`src/rtl/ftdi_pkg.sv`:
```
// Shared types and constants for the FT600 245-sync FIFO read path.
// Also maps FSM states to their pin levels.
package ftdi_pkg;

  localparam int FT_DATA_W = 32;
  localparam int FT_BE_W   = 4;
  localparam int FT_WORD_W = 36;

  typedef enum logic [1:0] {
    ST_IDLE    = 2'd0,
    ST_TURN    = 2'd1,
    ST_READ    = 2'd2,
    ST_RELEASE = 2'd3
  } rx_state_e;

  typedef struct packed {
    logic [FT_BE_W-1:0]   be;
    logic [FT_DATA_W-1:0] data;
  } ft_word_t;

  // Pin levels {oe_n, rd_n, bus_rd} for a given state.
  function automatic logic [2:0] pins_of(rx_state_e s);
    logic [2:0] p;
    p = 3'b110;
    unique case (s)
      ST_IDLE:    p = 3'b110;
      ST_TURN:    p = 3'b011;
      ST_READ:    p = 3'b001;
      ST_RELEASE: p = 3'b111;
      default:    p = 3'b110;
    endcase
    return p;
  endfunction

endpackage

```
`src/rtl/sync_fwft_fifo.sv`:
```
// Single-clock first-word-fall-through FIFO.
// Head entry is visible on rd_data whenever empty is low.
module sync_fwft_fifo #(
  parameter  int WIDTH = 36,
  parameter  int DEPTH = 16,
  localparam int AW    = $clog2(DEPTH),
  localparam int CW    = AW + 1
) (
  input  logic             clk,
  input  logic             rst,
  input  logic             wr_en,
  input  logic [WIDTH-1:0] wr_data,
  input  logic             rd_en,
  output logic [WIDTH-1:0] rd_data,
  output logic             empty,
  output logic             full,
  output logic [CW-1:0]    count
);

  logic [WIDTH-1:0] mem_q [DEPTH];
  logic [AW-1:0]    wr_ptr_q, wr_ptr_d;
  logic [AW-1:0]    rd_ptr_q, rd_ptr_d;
  logic [CW-1:0]    count_q, count_d;
  logic             wr_ok;
  logic             rd_ok;

  assign empty   = (count_q == '0);
  assign full    = (count_q == CW'(DEPTH));
  assign count   = count_q;
  assign rd_data = mem_q[rd_ptr_q];

  // A write into a full FIFO is only taken if a read frees a slot.
  always_comb begin
    rd_ok    = rd_en && !empty;
    wr_ok    = wr_en && (!full || rd_ok);
    wr_ptr_d = wr_ptr_q + AW'(wr_ok);
    rd_ptr_d = rd_ptr_q + AW'(rd_ok);
    count_d  = count_q + CW'(wr_ok) - CW'(rd_ok);
  end

  always_ff @(posedge clk) begin
    if (rst) begin
      wr_ptr_q <= '0;
      rd_ptr_q <= '0;
      count_q  <= '0;
    end else begin
      wr_ptr_q <= wr_ptr_d;
      rd_ptr_q <= rd_ptr_d;
      count_q  <= count_d;
    end
  end

  always_ff @(posedge clk) begin
    if (wr_ok) begin
      mem_q[wr_ptr_q] <= wr_data;
    end
  end

endmodule

```
`src/rtl/ftdi_rx_reader.sv`:
```
// FT600 read master: bursts host words off the bus into a FWFT FIFO
// and presents them downstream on a valid/ready stream.
module ftdi_rx_reader
  import ftdi_pkg::*;
#(
  parameter int FIFO_DEPTH = 16,
  parameter int AF_MARGIN  = 4
) (
  input  logic                 clk_in,
  input  logic                 rst_in,
  input  logic                 rxf_n_in,
  input  logic [FT_DATA_W-1:0] data_in,
  input  logic [FT_BE_W-1:0]   be_in,
  output logic                 oe_n_out,
  output logic                 rd_n_out,
  output logic                 bus_rd_out,
  output logic [FT_DATA_W-1:0] data_out,
  output logic [FT_BE_W-1:0]   be_out,
  output logic                 valid_out,
  input  logic                 ready_in,
  output logic                 overflow_out
);

  localparam int CW = $clog2(FIFO_DEPTH) + 1;

  rx_state_e     state_q, state_d;
  logic          oe_n_q, oe_n_d;
  logic          rd_n_q, rd_n_d;
  logic          bus_rd_q, bus_rd_d;
  logic          overflow_q, overflow_d;

  logic [CW-1:0] count;
  logic [CW-1:0] free;
  logic          room_ok;
  logic          start_ok;
  logic          push;
  logic          pop;
  logic          empty;
  logic          full;
  ft_word_t      wr_word;
  ft_word_t      rd_word;

  assign wr_word = '{be: be_in, data: data_in};

  sync_fwft_fifo #(
    .WIDTH(FT_WORD_W),
    .DEPTH(FIFO_DEPTH)
  ) u_fifo (
    .clk    (clk_in),
    .rst    (rst_in),
    .wr_en  (push),
    .wr_data(wr_word),
    .rd_en  (pop),
    .rd_data(rd_word),
    .empty  (empty),
    .full   (full),
    .count  (count)
  );

  // The margin absorbs the word already launched when READ is left.
  always_comb begin
    free     = CW'(FIFO_DEPTH) - count;
    room_ok  = (free >= CW'(AF_MARGIN));
    start_ok = !rxf_n_in && room_ok;
    push     = !oe_n_q && !rd_n_q && !rxf_n_in;
    pop      = !empty && ready_in;
  end

  always_comb begin
    state_d = state_q;
    unique case (state_q)
      ST_IDLE: begin
        if (start_ok) state_d = ST_TURN;
      end
      ST_TURN: begin
        state_d = rxf_n_in ? ST_RELEASE : ST_READ;
      end
      ST_READ: begin
        if (rxf_n_in || !room_ok) state_d = ST_RELEASE;
      end
      ST_RELEASE: begin
        state_d = ST_IDLE;
      end
      default: state_d = ST_IDLE;
    endcase
    {oe_n_d, rd_n_d, bus_rd_d} = pins_of(state_d);
    overflow_d = overflow_q | (push && full && !pop);
  end

  always_ff @(posedge clk_in) begin
    if (rst_in) begin
      state_q    <= ST_IDLE;
      oe_n_q     <= 1'b1;
      rd_n_q     <= 1'b1;
      bus_rd_q   <= 1'b0;
      overflow_q <= 1'b0;
    end else begin
      state_q    <= state_d;
      oe_n_q     <= oe_n_d;
      rd_n_q     <= rd_n_d;
      bus_rd_q   <= bus_rd_d;
      overflow_q <= overflow_d;
    end
  end

  assign oe_n_out     = oe_n_q;
  assign rd_n_out     = rd_n_q;
  assign bus_rd_out   = bus_rd_q;
  assign overflow_out = overflow_q;
  assign valid_out    = !empty;
  assign data_out     = rd_word.data;
  assign be_out       = rd_word.be;

endmodule
```
`config.mk`:
```
export PLATFORM = sky130hd
export DESIGN_NAME = ftdi_rx_reader
export DESIGN_NICKNAME = d
export VERILOG_FILES = /design/src/rtl/ftdi_pkg.sv /design/src/rtl/sync_fwft_fifo.sv /design/src/rtl/ftdi_rx_reader.sv
export SDC_FILE = /design/constraint.sdc
export NUM_CORES = 1
export LEC_CHECK = 0
export ABC_AREA = 1
export BUFFER_PORTS_ARGS = -buffer_cell sky130_fd_sc_hd__buf_4
export CAP_MARGIN = 0
export CELL_PAD_IN_SITES_DETAIL_PLACEMENT = 1
export CELL_PAD_IN_SITES_GLOBAL_PLACEMENT = 1
export CORE_MARGIN = 3
export CORE_UTILIZATION = 55
export DETAILED_ROUTE_END_ITERATION = 10
export HOLD_SLACK_MARGIN = 0.03
export MAX_ROUTING_LAYER = met4
export PLACE_DENSITY = 0.91
export SYNTH_ARGS = -nofsm -noshare
export SYNTH_HDL_FRONTEND = slang
export SYNTH_SLANG_ARGS = --single-unit
```
`constraint.sdc`:
```
create_clock -name clk_in -period 5.6 [get_ports clk_in]
set_input_delay 1.12 -clock clk_in [delete_from_list [all_inputs] [get_ports clk_in]]
set_output_delay 1.12 -clock clk_in [all_outputs]
set_load 0.005 [all_outputs]
```
==> out/qor.csv, run 1 <==
stage,metric,value,unit
run_status,status,finished clean,
global_route,first-pass GRT wire length,107000,um
clocking,CTS tree,done,
pwr,leakage power,8.56,nW
sta,min cycle time layout,4700,ps
clocking,clock-pin slew on the worst setup and hold paths,60,ps
yosys,share of the yosys chip area belonging to registers,74.5,%
yosys,Mapped Avg Cell Area,13.1,um2
pwr,Net Sw Power,3.76,mW
pwr,Gate power share,23.8,%
pwr,PwrDens,442,nW/um2
layout,storage element area,17700,um2
clocking,Root Driver,clkbuf_16,
critical_path,"Slowest-stage cell, CP",dfxtp_4,
die,initial core utilization,56.2,%
pwr,Clk pwr share,33.0,%
routing,vias per cell,6.63,
die,core area,42200,um2
yosys,synth top area cells,"edfxtp_1 (73%), nor2_1 (7.3%), o21ai_0 (5.2%)",
sta,Slew HR,15.7,%
yosys,largest area contributor in the netlist,edfxtp_1,
critical_path,crit path max fanout,237,
min_path,hold endpoint,overflow_out,
critical_path,critical-path cell list,buf_12 > o21ai_0 > o211ai_1 > nand3_1 > nand2_1 > buf_4,
routing,DRT antenna net count,0,
yosys,Synth top area share,72.9,%
yosys,Synth top cells by count,"edfxtp_1 (576), nor2_1 (464), o21ai_0 (245)",
critical_path,endpoint of the worst-slack reg-to-reg timing path,u_fifo.mem_q[15][10],
routing,Avg WL per Cell,29.3,um
layout,final cell count without fillers,2451,
pwr,Int Power,7.99,mW
critical_path,Worst EP arrival,3580,ps
global_route,number of global-route vias before repair,17000,
layout,layout cells sized above 1,11.1,%
yosys,Yosys cell types,30,
yosys,Synth Cell Area,23700,um2
layout,Layout Nets,1923,
placement,Place WS,1200,ps
routing,Starting DRT DRC Count,2481,
clocking,cts hold-fix bufs,0,
global_route,GRT Total Usage,32.8,%
yosys,syn_nets,1876,
min_path,hold_sp,overflow_out,
die,io pins,81,
sta,fin worst setup slack,898,ps
routing,Pre-Repair DR Iteration Count,6,
pwr,Sw Share,32.0,%
layout,area delta synth->final,12.0,%
yosys,leading register cell type out of synthesis,edfxtp_1,
sta,Worst Tran Pin Value,1260,ps
global_route,antenna violations before repair,3,
sta,Final period util,84.0,%
placement,GPL Wtd Cong,0.828,
placement,DP Cell Count,2343,
pwr,sequential share of power,43.1,%
clocking,Sink Count,595,
layout,area of the multi-input gates,5390,um2
clocking,total CTS buffers,58,
yosys,number of flops mapped to enable cells by yosys,576,
min_path,worst hold-check path type,reg -> reg,
die,die span in y,214,um
layout,fill cell count,4029,
critical_path,Critical Path Source Type,flip-flop,
critical_path,CP Class,reg -> out,
min_path,hold path depth,2,
sta,clock skew,31.3,ps
critical_path,reg2reg start,u_fifo.count[2],
sta,fmax,213,MHz
sta,Final Hold Violating Endpoints,0,
critical_path,R2R cell count,11,
global_route,largest net degree at the start of global routing,238,
pwr,Max IR drop VDD,0.000386,V
yosys,Mapped Cells,1817,
pwr,power after layout,11.7,mW
placement,port buffer count,80,
critical_path,Crit. End Element,primary output,
sta,TNS Setup,0,ps
critical_path,Critical Path RT,4480,ps
sta,endpoints failing setup,0,
placement,"Cell Area, Placed",24700,um2
run,# Max-Cap Violations,0,
yosys,Synth async-reset ratio,0,%
routing,total wire length,71900,um
yosys,YS warnings,0,
critical_path,Slowest Stage Delay on Critical Path,730,ps
sta,RSZ-0062 raised after global routing,false,
clocking,clk buf depth,3,
die,# rows,75,
yosys,flop and latch count out of synthesis,595,
clocking,htree depth,2,
placement,dpl hpwl,40100,um
clocking,CTS resizes,0,
die,DIE WIDTH,214,um
die,Die Area,45700,um2
yosys,top-count cell post-synth,edfxtp_1,
routing,DRC Markers,0,
routing,via count,16300,
layout,post-route cell area,26600,um2
clocking,post-CTS setup buffer count,0,
global_route,total gr overflow,0,
clocking,later-pin clock latency in the skew report,630,ps
critical_path,FF-to-FF setup slack,1390,ps
sta,fin. max-slew vios,0,
[power by group through the flow]
stage / combinational (mW) / clock [mW] / sequential [mW]
global route: 3.06 / 4.08 / 5.07
detailed placement: 2.68 / 0 / 5.16
finish: 2.80 / 3.88 / 5.06
global placement: 2.46 / 0 / 5.14
floorplan: 1.80 / 0 / 5.05
CTS: 2.78 / 3.89 / 5.06
[cell type report]
class / instances / share of cell area, %
Clock buffer: 73 / 5.67
Clock inverter: 32 / 1.22
Tap cell: 539 / 2.54
Multi-Input combinational cell: 1070 / 20.3
Antenna cell: 3 / 0.0283
Inverter: 33 / 0.494
Timing Repair Buffer: 106 / 3.18
Sequential cell: 595 / 66.6
[cell usage in the layout, fill, tap and decap left out, drive strengths merged]
cell type,netlist,routed
clkinvlp,0,2
nor4,1,1
clkbuf,52,73
or2,1,1
buf,67,106
xnor2,2,2
diode,0,3
o211ai,144,144
o21ai,324,324
bufinv,0,6
ha,18,18
a21oi,10,10
nor3,1,1
xor2,1,1
inv,33,37
o31ai,1,1
edfxtp,576,576
nand3,51,51
dfxtp,19,19
fa,1,1
clkinv,0,20
nand2,50,50
nor2,465,465
[layer usage]
layer / track usage, % / vias to the layer above / share of wire (%)
li1: - / 6740 / -
met1: 42.2 / 8180 / 37
met2: 51.5 / 1096 / 48
met3: 6.86 / 238 / 10
met4: 13.8 / 0 / 4.6
met5: - / - / 0
[stage by stage]
stage	utilization [%]	hold slack (ps)
floorplan	-	460
detailed placement	58.6	473
global route	62.9	532
global placement	58.6	484
CTS	62.9	501
finish	62.9	495
[critical path, delay by kind of cell (launching register included)]
family | cells | cell delay (ps)
AO/OA/AOI/OAI | 2 | 800
buffers and inverters | 2 | 700
flip-flops | 1 | 730
AND/OR/NAND/NOR | 2 | 440
[kinds of logic (layout without fill, tap and decap cells)]
logic type	count (synthesis)	after routing	synth area share, %
fa+ha+maj	19	19	1.03
other cells	0	3	0
xor+xnor	3	3	0.111
buf+inv	152	244	3.26
simple gates	569	569	9.34
flops	595	595	74.5
compound gates	479	479	11.7
[state kept, by name, summed over array words and instances (netlist names)]
| signal | cells |
|---|---|
| u_fifo.rd_ptr_q | 4 |
| u_fifo.wr_ptr_q | 4 |
| u_fifo.mem_q | 576 |
| bus_rd_out | 1 |
| oe_n_out | 1 |
| rd_n_out | 1 |
| state_q | 2 |
| overflow_out | 1 |
| u_fifo.count | 5 |
[worst max path at each step]
stage | startpoint | to | slack [ps] | cells after the start
2_1_floorplan | ready_in | u_fifo.mem_q[0][0] | 1710 | 6
3_3_place_gp | ready_in | u_fifo.mem_q[0][4] | 1530 | 7
3_5_place_dp | ready_in | u_fifo.mem_q[15][4] | 1200 | 8
4_1_cts | u_fifo.rd_ptr_q[0] | data_out[27] | 880 | 9
5_1_grt | u_fifo.rd_ptr_q[0] | data_out[27] | 730 | 9
6_report | u_fifo.rd_ptr_q[0] | data_out[1] | 900 | 6
No activity file was read; power rests on OpenSTA's default activity.
==> run 2: changes to the inputs <==
--- a/config.mk
+++ b/config.mk
@@ -11,11 +11,11 @@
 export CELL_PAD_IN_SITES_DETAIL_PLACEMENT = 1
 export CELL_PAD_IN_SITES_GLOBAL_PLACEMENT = 1
 export CORE_MARGIN = 3
-export CORE_UTILIZATION = 55
+export CORE_UTILIZATION = 46
 export DETAILED_ROUTE_END_ITERATION = 10
 export HOLD_SLACK_MARGIN = 0.03
 export MAX_ROUTING_LAYER = met4
-export PLACE_DENSITY = 0.91
+export PLACE_DENSITY = 0.82
 export SYNTH_ARGS = -nofsm -noshare
 export SYNTH_HDL_FRONTEND = slang
 export SYNTH_SLANG_ARGS = --single-unit
==> constraint.sdc (replaced) <==
create_clock -name clk_in -period 3.9 [get_ports clk_in]
set_input_delay 0.78 -clock clk_in [delete_from_list [all_inputs] [get_ports clk_in]]
set_output_delay 0.78 -clock clk_in [all_outputs]
set_load 0.005 [all_outputs]
==> out/qor.csv, run 2 (synthesis gave the netlist of run 1 again) <==
stage,metric,value,unit,change
run_status,status,finished clean,,
layout,max reg flops,576,,unchanged
layout,post-route cell area,27000,um2,+1.4%
pwr,leakage power,8.68,nW,+1.5%
pwr,Clk pwr share,32.8,%,-0.2 points
global_route,number of global-route vias before repair,16600,,-2.6%
critical_path,Worst EP arrival,3000,ps,-580 ps
layout,"most common cell after layout, fill and taps aside",edfxtp_1,,
routing,via count,15500,,-4.9%
die,io pins,81,,unchanged
sta,endpoints failing setup,0,,unchanged
layout,area delta synth->final,13.6,%,
critical_path,critical-path cell list,buf_16 > o21ai_0 > o211ai_1 > nand3_1 > nand2_1 > buf_4,,
sta,fin. max-slew vios,0,,unchanged
placement,port buffer count,80,,unchanged
pwr,Gate power share,23.3,%,-0.5 points
pwr,Sw Share,30.7,%,-1.3 points
clocking,CTS tree,done,,
routing,Avg WL per Cell,25.4,um,-13%
critical_path,Critical Path Source Type,flip-flop,,
die,initial core utilization,46.9,%,-9.3 points
critical_path,crit path max fanout,289,,+22%
sta,Final Hold Violating Endpoints,0,,unchanged
die,core area,50600,um2,+20%
clocking,later-pin clock latency in the skew report,620,ps,about the same
critical_path,CP Class,reg -> out,,
critical_path,Crit. End Element,primary output,,
sta,clock skew,8.18,ps,-23.2 ps
die,DIE WIDTH,233,um,+9.1%
sta,fmax,264,MHz,
routing,total wire length,66200,um,-7.9%
routing,vias per cell,5.93,,-11%
sta,RSZ-0062 raised after global routing,false,,
layout,most frequent cells in the layout,"edfxtp_1 (576), nor2_1 (448), o21ai_0 (245), o211ai_1 (140), buf_4 (109)",,
routing,Starting DRT DRC Count,1641,,-34%
global_route,total gr overflow,0,,unchanged
global_route,first-pass GRT wire length,100000,um,-6.2%
critical_path,"Slowest-stage cell, CP",buf_16,,
critical_path,Critical Path RT,3120,ps,-1360 ps
run,# Max-Cap Violations,0,,unchanged
clocking,htree depth,2,,unchanged
sta,hold_ws,453,ps,-42.0 ps
global_route,largest net degree at the start of global routing,290,,+22%
routing,Pre-Repair DR Iteration Count,7,,+1
pwr,sequential share of power,43.8,%,+0.7 points
critical_path,cell family with most CP delay,buffers and inverters,,
die,# rows,82,,+9.3%
placement,DP Cell Count,2493,,+6.4%
clocking,cts hold-fix bufs,0,,unchanged
layout,Layout Nets,1942,,+0.99%
clocking,Root Driver,clkbuf_16,,
die,Die Area,54300,um2,+19%
min_path,worst hold-check path type,in -> reg,,
layout,final cell count without fillers,2605,,+6.3%
layout,Finished Core Util,53.3,%,-9.6 points
global_route,antenna violations before repair,2,,-1
sta,TNS Setup,0,ps,unchanged
clocking,total CTS buffers,60,,+3.4%
sta,Slew HR,20.4,%,+4.7 points
clocking,clock-pin slew on the worst setup and hold paths,60,ps,about the same
placement,dpl hpwl,35900,um,-10%
critical_path,worst path buffer plus inverter count,2,,unchanged
layout,Largest Register,u_fifo.mem_q,,
pwr,Net Sw Power,5.03,mW,+34%
clocking,clk buf depth,3,,unchanged
sta,min cycle time layout,3780,ps,
die,die span in y,233,um,+9.1%
critical_path,FF-to-FF setup slack,670,ps,-720 ps
routing,DRT antenna net count,0,,unchanged
pwr,Int Power,11.3,mW,+42%
placement,GPL Wtd Cong,0.772,,-6.8%
clocking,Sink Count,595,,unchanged
critical_path,Slowest Stage Delay on Critical Path,650,ps,-80 ps
placement,"Cell Area, Placed",25200,um2,+1.7%
sta,Worst Tran Pin Value,1190,ps,-68.0 ps
pwr,PwrDens,608,nW/um2,+37%
routing,DRC Markers,0,,unchanged
pwr,Max IR drop VDD,0.000734,V,+90%
global_route,GRT Total Usage,25.2,%,-7.6 points
sta,Final period util,97.0,%,
layout,layout cells sized above 1,12.0,%,+0.96 points
-- run 2: cell types whose count changed in the layout (fill, tap and decap cells not counted), moves of 2 or more --
cell / change
buf_12: +9
buf_4: +7
bufinv_16: -4
clkbuf_1: +3
clkbuf_16: +3
clkinv_1: -2
clkinv_2: +9
inv_6: -2
-- run 2: cell type report --
| cell class | count | area [um2] |
|---|---|---|
| Fill cell | 5019 | 23600 |
| Multi-Input combinational cell | 1070 | 5390 |
| Clock buffer | 79 | 1590 |
| Inverter | 33 | 131 |
| Sequential cell | 595 | 17700 |
| Tap cell | 672 | 841 |
| Timing Repair Buffer | 123 | 1110 |
| Antenna cell | 2 | 5.00 |
| Clock inverter | 31 | 196 |
-- run 2: final timing paths --
kind | startpoint | to | cells past startpoint
worst max-delay path | u_fifo.rd_ptr_q[0] | data_out[7] | 6
worst min-delay path | rst_in | u_fifo.rd_ptr_q[1] | 2
worst max register to register | u_fifo.count[2] | u_fifo.mem_q[0][10] | 12
worst min register to register | overflow_out | overflow_out | 2
-- run 2: metal layers --
metal  wire length, um  share of wire [%]  vias to the layer above  track usage, %
li1                  -                  -                     6787               -
met1             25700                 39                     7871            30.8
met2             34100                 52                      627            42.5
met3              4000                6.0                      169            3.62
met4              2350                3.5                        0            9.87
met5                 0                  0                        -               -
-- run 2: per-stage QoR --
| stage | setup slack [ps] | power, mW |
|---|---|---|
| after global placement | 923 | 10.8 |
| after global routing | 0.729 | 17.2 |
| final | 118 | 16.4 |
| after floorplan | 263 | 9.83 |
| after CTS | 92.8 | 16.5 |
| after detailed placement | 714 | 11.1 |
-- run 2: what timing repair did --
action / CTS / global route
resized for setup: 0 / 1
endpoints found under the setup margin: 0 / 4
buffers inserted: 0 / 0
-- run 2: power by group through the flow --
stage | Clock, mW | Sequential [mW] | Combinational (mW)
floorplan | 0 | 7.25 | 2.58
global placement | 0 | 7.31 | 3.53
finish | 5.38 | 7.18 | 3.82
global route | 5.71 | 7.18 | 4.28
CTS | 5.46 | 7.18 | 3.84
detailed placement | 0 | 7.31 | 3.77
==> run 3: changes to the inputs <==
--- a/config.mk
+++ b/config.mk
@@ -5,13 +5,13 @@
 export SDC_FILE = /design/constraint.sdc
 export NUM_CORES = 1
 export LEC_CHECK = 0
-export ABC_AREA = 1
 export BUFFER_PORTS_ARGS = -buffer_cell sky130_fd_sc_hd__buf_4
 export CAP_MARGIN = 0
 export CELL_PAD_IN_SITES_DETAIL_PLACEMENT = 1
 export CELL_PAD_IN_SITES_GLOBAL_PLACEMENT = 1
 export CORE_MARGIN = 3
-export CORE_UTILIZATION = 46
+export CORE_UTILIZATION = 49
+export CTS_CLUSTER_DIAMETER = 100
 export DETAILED_ROUTE_END_ITERATION = 10
 export HOLD_SLACK_MARGIN = 0.03
 export MAX_ROUTING_LAYER = met4
==> out/qor.csv, run 3 <==
stage,metric,value,unit,change
run_status,status,finished clean,,
placement,port buffer count,80,,unchanged
yosys,largest area contributor in the netlist,edfxtp_1,,
die,Die Area,48900,um2,-10%
routing,Pre-Repair DR Iteration Count,5,,-2
routing,total wire length,54500,um,-18%
pwr,Max IR drop VDD,0.000342,V,-53%
layout,Layout Nets,1198,,-38%
routing,DRT antenna net count,0,,unchanged
global_route,largest net degree at the start of global routing,73,,-75%
die,io pins,81,,unchanged
yosys,top-count cell post-synth,edfxtp_1,,
layout,"most common cell after layout, fill and taps aside",edfxtp_1,,
yosys,Synth async-reset ratio,0,%,unchanged
clocking,CTS tree,done,,
die,die span in y,221,um,-5.1%
critical_path,CP Class,reg -> out,,
run,# Max-Cap Violations,0,,unchanged
sta,TNS Setup,0,ps,unchanged
critical_path,crit path max fanout,56,,-81%
global_route,antenna violations before repair,1,,-1
clocking,htree depth,2,,unchanged
yosys,leading register cell type out of synthesis,edfxtp_1,,
sta,Final period util,91.1,%,-5.9 points
yosys,Yosys cell types,40,,+33%
clocking,Root Driver,clkbuf_16,,
placement,"Cell Area, Placed",24400,um2,-3.2%
sta,RSZ-0062 raised after global routing,false,,
layout,max reg flops,576,,unchanged
yosys,Synth top area share,76.3,%,+3.4 points
min_path,worst hold-check path type,in -> reg,,
yosys,synth top area cells,"edfxtp_1 (76%), mux4_2 (14%), a22oi_1 (2.4%)",,
sta,clock skew,32.8,ps,+24.6 ps
global_route,first-pass GRT wire length,80900,um,-19%
die,core area,45600,um2,-9.9%
routing,via count,11100,,-28%
sta,fin. max-slew vios,0,,unchanged
layout,area delta synth->final,15.9,%,
pwr,leakage power,8.24,nW,-5.1%
layout,Largest Register,u_fifo.mem_q,,
sta,endpoints failing setup,0,,unchanged
yosys,Synth top cells by count,"edfxtp_1 (576), mux4_2 (144), a22oi_1 (72)",,
layout,fill cell count,3786,,-25%
critical_path,Worst EP arrival,2770,ps,-230 ps
yosys,Mapped Avg Cell Area,22.3,um2,+71%
routing,vias per cell,6.20,,+4.6%
die,DIE WIDTH,221,um,-5.1%
sta,Worst Tran Pin Value,742,ps,-452 ps
clocking,total CTS buffers,58,,-3.3%
placement,GPL Wtd Cong,0.763,,-1.2%
yosys,syn_nets,1076,,-43%
yosys,Synth Cell Area,22700,um2,-4.4%
sta,Final Hold Violating Endpoints,0,,unchanged
global_route,total gr overflow,0,,unchanged
critical_path,Critical Path Source Type,flip-flop,,
sta,hold_ws,466,ps,+13.4 ps
yosys,Mapped Cells,1017,,-44%
routing,Avg WL per Cell,30.5,um,+20%
clocking,post-CTS setup buffer count,0,,unchanged
layout,post-route cell area,26300,um2,-2.5%
die,# rows,78,,-4.9%
die,initial core utilization,49.8,%,+2.9 points
critical_path,Crit. End Element,primary output,,
clocking,later-pin clock latency in the skew report,620,ps,about the same
layout,Finished Core Util,57.6,%,+4.4 points
layout,most frequent cells in the layout,"edfxtp_1 (576), mux4_2 (144), buf_4 (102), a22oi_1 (72), clkbuf_16 (58)",,
global_route,number of global-route vias before repair,11900,,-28%
critical_path,Critical Path RT,3120,ps,about the same
sta,Slew HR,50.5,%,+30 points
global_route,GRT Total Usage,23.1,%,-2.1 points
clocking,cts hold-fix bufs,0,,unchanged
placement,dpl hpwl,29800,um,-17%
clocking,clk buf depth,3,,unchanged
routing,DRC Markers,0,,unchanged
yosys,YS warnings,0,,unchanged
clocking,clock-pin slew on the worst setup and hold paths,70,ps,about the same
layout,layout cells sized above 1,31.2,%,+19 points
clocking,Sink Count,595,,unchanged
clocking,CTS resizes,0,,unchanged
yosys,flop and latch count out of synthesis,595,,unchanged
sta,fin worst setup slack,347,ps,+228 ps
placement,Place WS,579,ps,-134 ps
yosys,number of flops mapped to enable cells by yosys,576,,unchanged
sta,fmax,281,MHz,+6.4%
pwr,PwrDens,601,nW/um2,-1.1%
yosys,share of the yosys chip area belonging to registers,78.0,%,+3.4 points
sta,min cycle time layout,3550,ps,-228 ps
routing,Starting DRT DRC Count,1325,,-19%
## run 3: cell count changes in the layout (fill, tap and decap cells not counted), moves of 72 or more
cell,before,now
o21ai_0,245,2
o21ai_1,78,0
a22oi_1,0,72
nor2_1,448,11
mux4_2,0,144
o211ai_1,140,1
## run 3: through the flow
stage,total power [mW],instances
after global placement,10.2,1679
after global routing,16.4,1788
after detailed placement,10.3,1679
after floorplan,9.40,1017
final,15.8,1788
after CTS,15.9,1787
## run 3: critical path, cell delays in order, from the launching register on
cell and delay, ps:
dfxtp_4 440, buf_12 380, mux4_2 600, a22oi_1 360
nand2_1 140, buf_4 160
## run 3: cells by family after synthesis
group,count (synthesis),synth area share [%]
AO/OA/AOI/OAI,87,2.87
multiplexers,144,14.3
buffers and inverters,68,1.45
flip-flops,595,78.0
adder cells (fa/ha/maj),19,1.08
AND/OR/NAND/NOR,94,1.95
XOR/XNOR,10,0.386
## run 3: final timing paths
path                                             to  depth (start not counted)  slack [ps]          startpoint
worst min-delay path            u_fifo.mem_q[9][25]                          1         470         data_in[25]
worst max register to register  u_fifo.mem_q[0][14]                          9         530     u_fifo.count[2]
worst min register to register         overflow_out                          2         480        overflow_out
worst max-delay path                   data_out[17]                          5         350  u_fifo.rd_ptr_q[0]
## run 3: final cells by class
class | instances | area [um2] | share of cell area [%]
diodes | 1 | 2.50 | 0.00952
multi-input cells | 354 | 4840 | 18.4
clock inverters | 40 | 427 | 1.62
repair buffers | 115 | 1030 | 3.91
inverters | 15 | 56.3 | 0.214
flip-flops and latches | 595 | 17700 | 67.3
well taps | 600 | 751 | 2.86
clock buffers | 68 | 1490 | 5.67
## run 3: power breakdown
group	total, mW	switching [mW]	internal [mW]
clock network	5.63	2.37	3.27
registers	7.20	0.116	7.08
logic	2.96	1.42	1.54
## run 3: routing by layer
metal	up-vias	share of wire (%)	track usage, %	routed length (um)
li1	4526	-	-	-
met1	5948	40	30.4	21600
met2	536	51	38.0	28000
met3	84	6.6	3.89	3600
met4	0	2.2	6.25	1210
met5	-	0	-	0
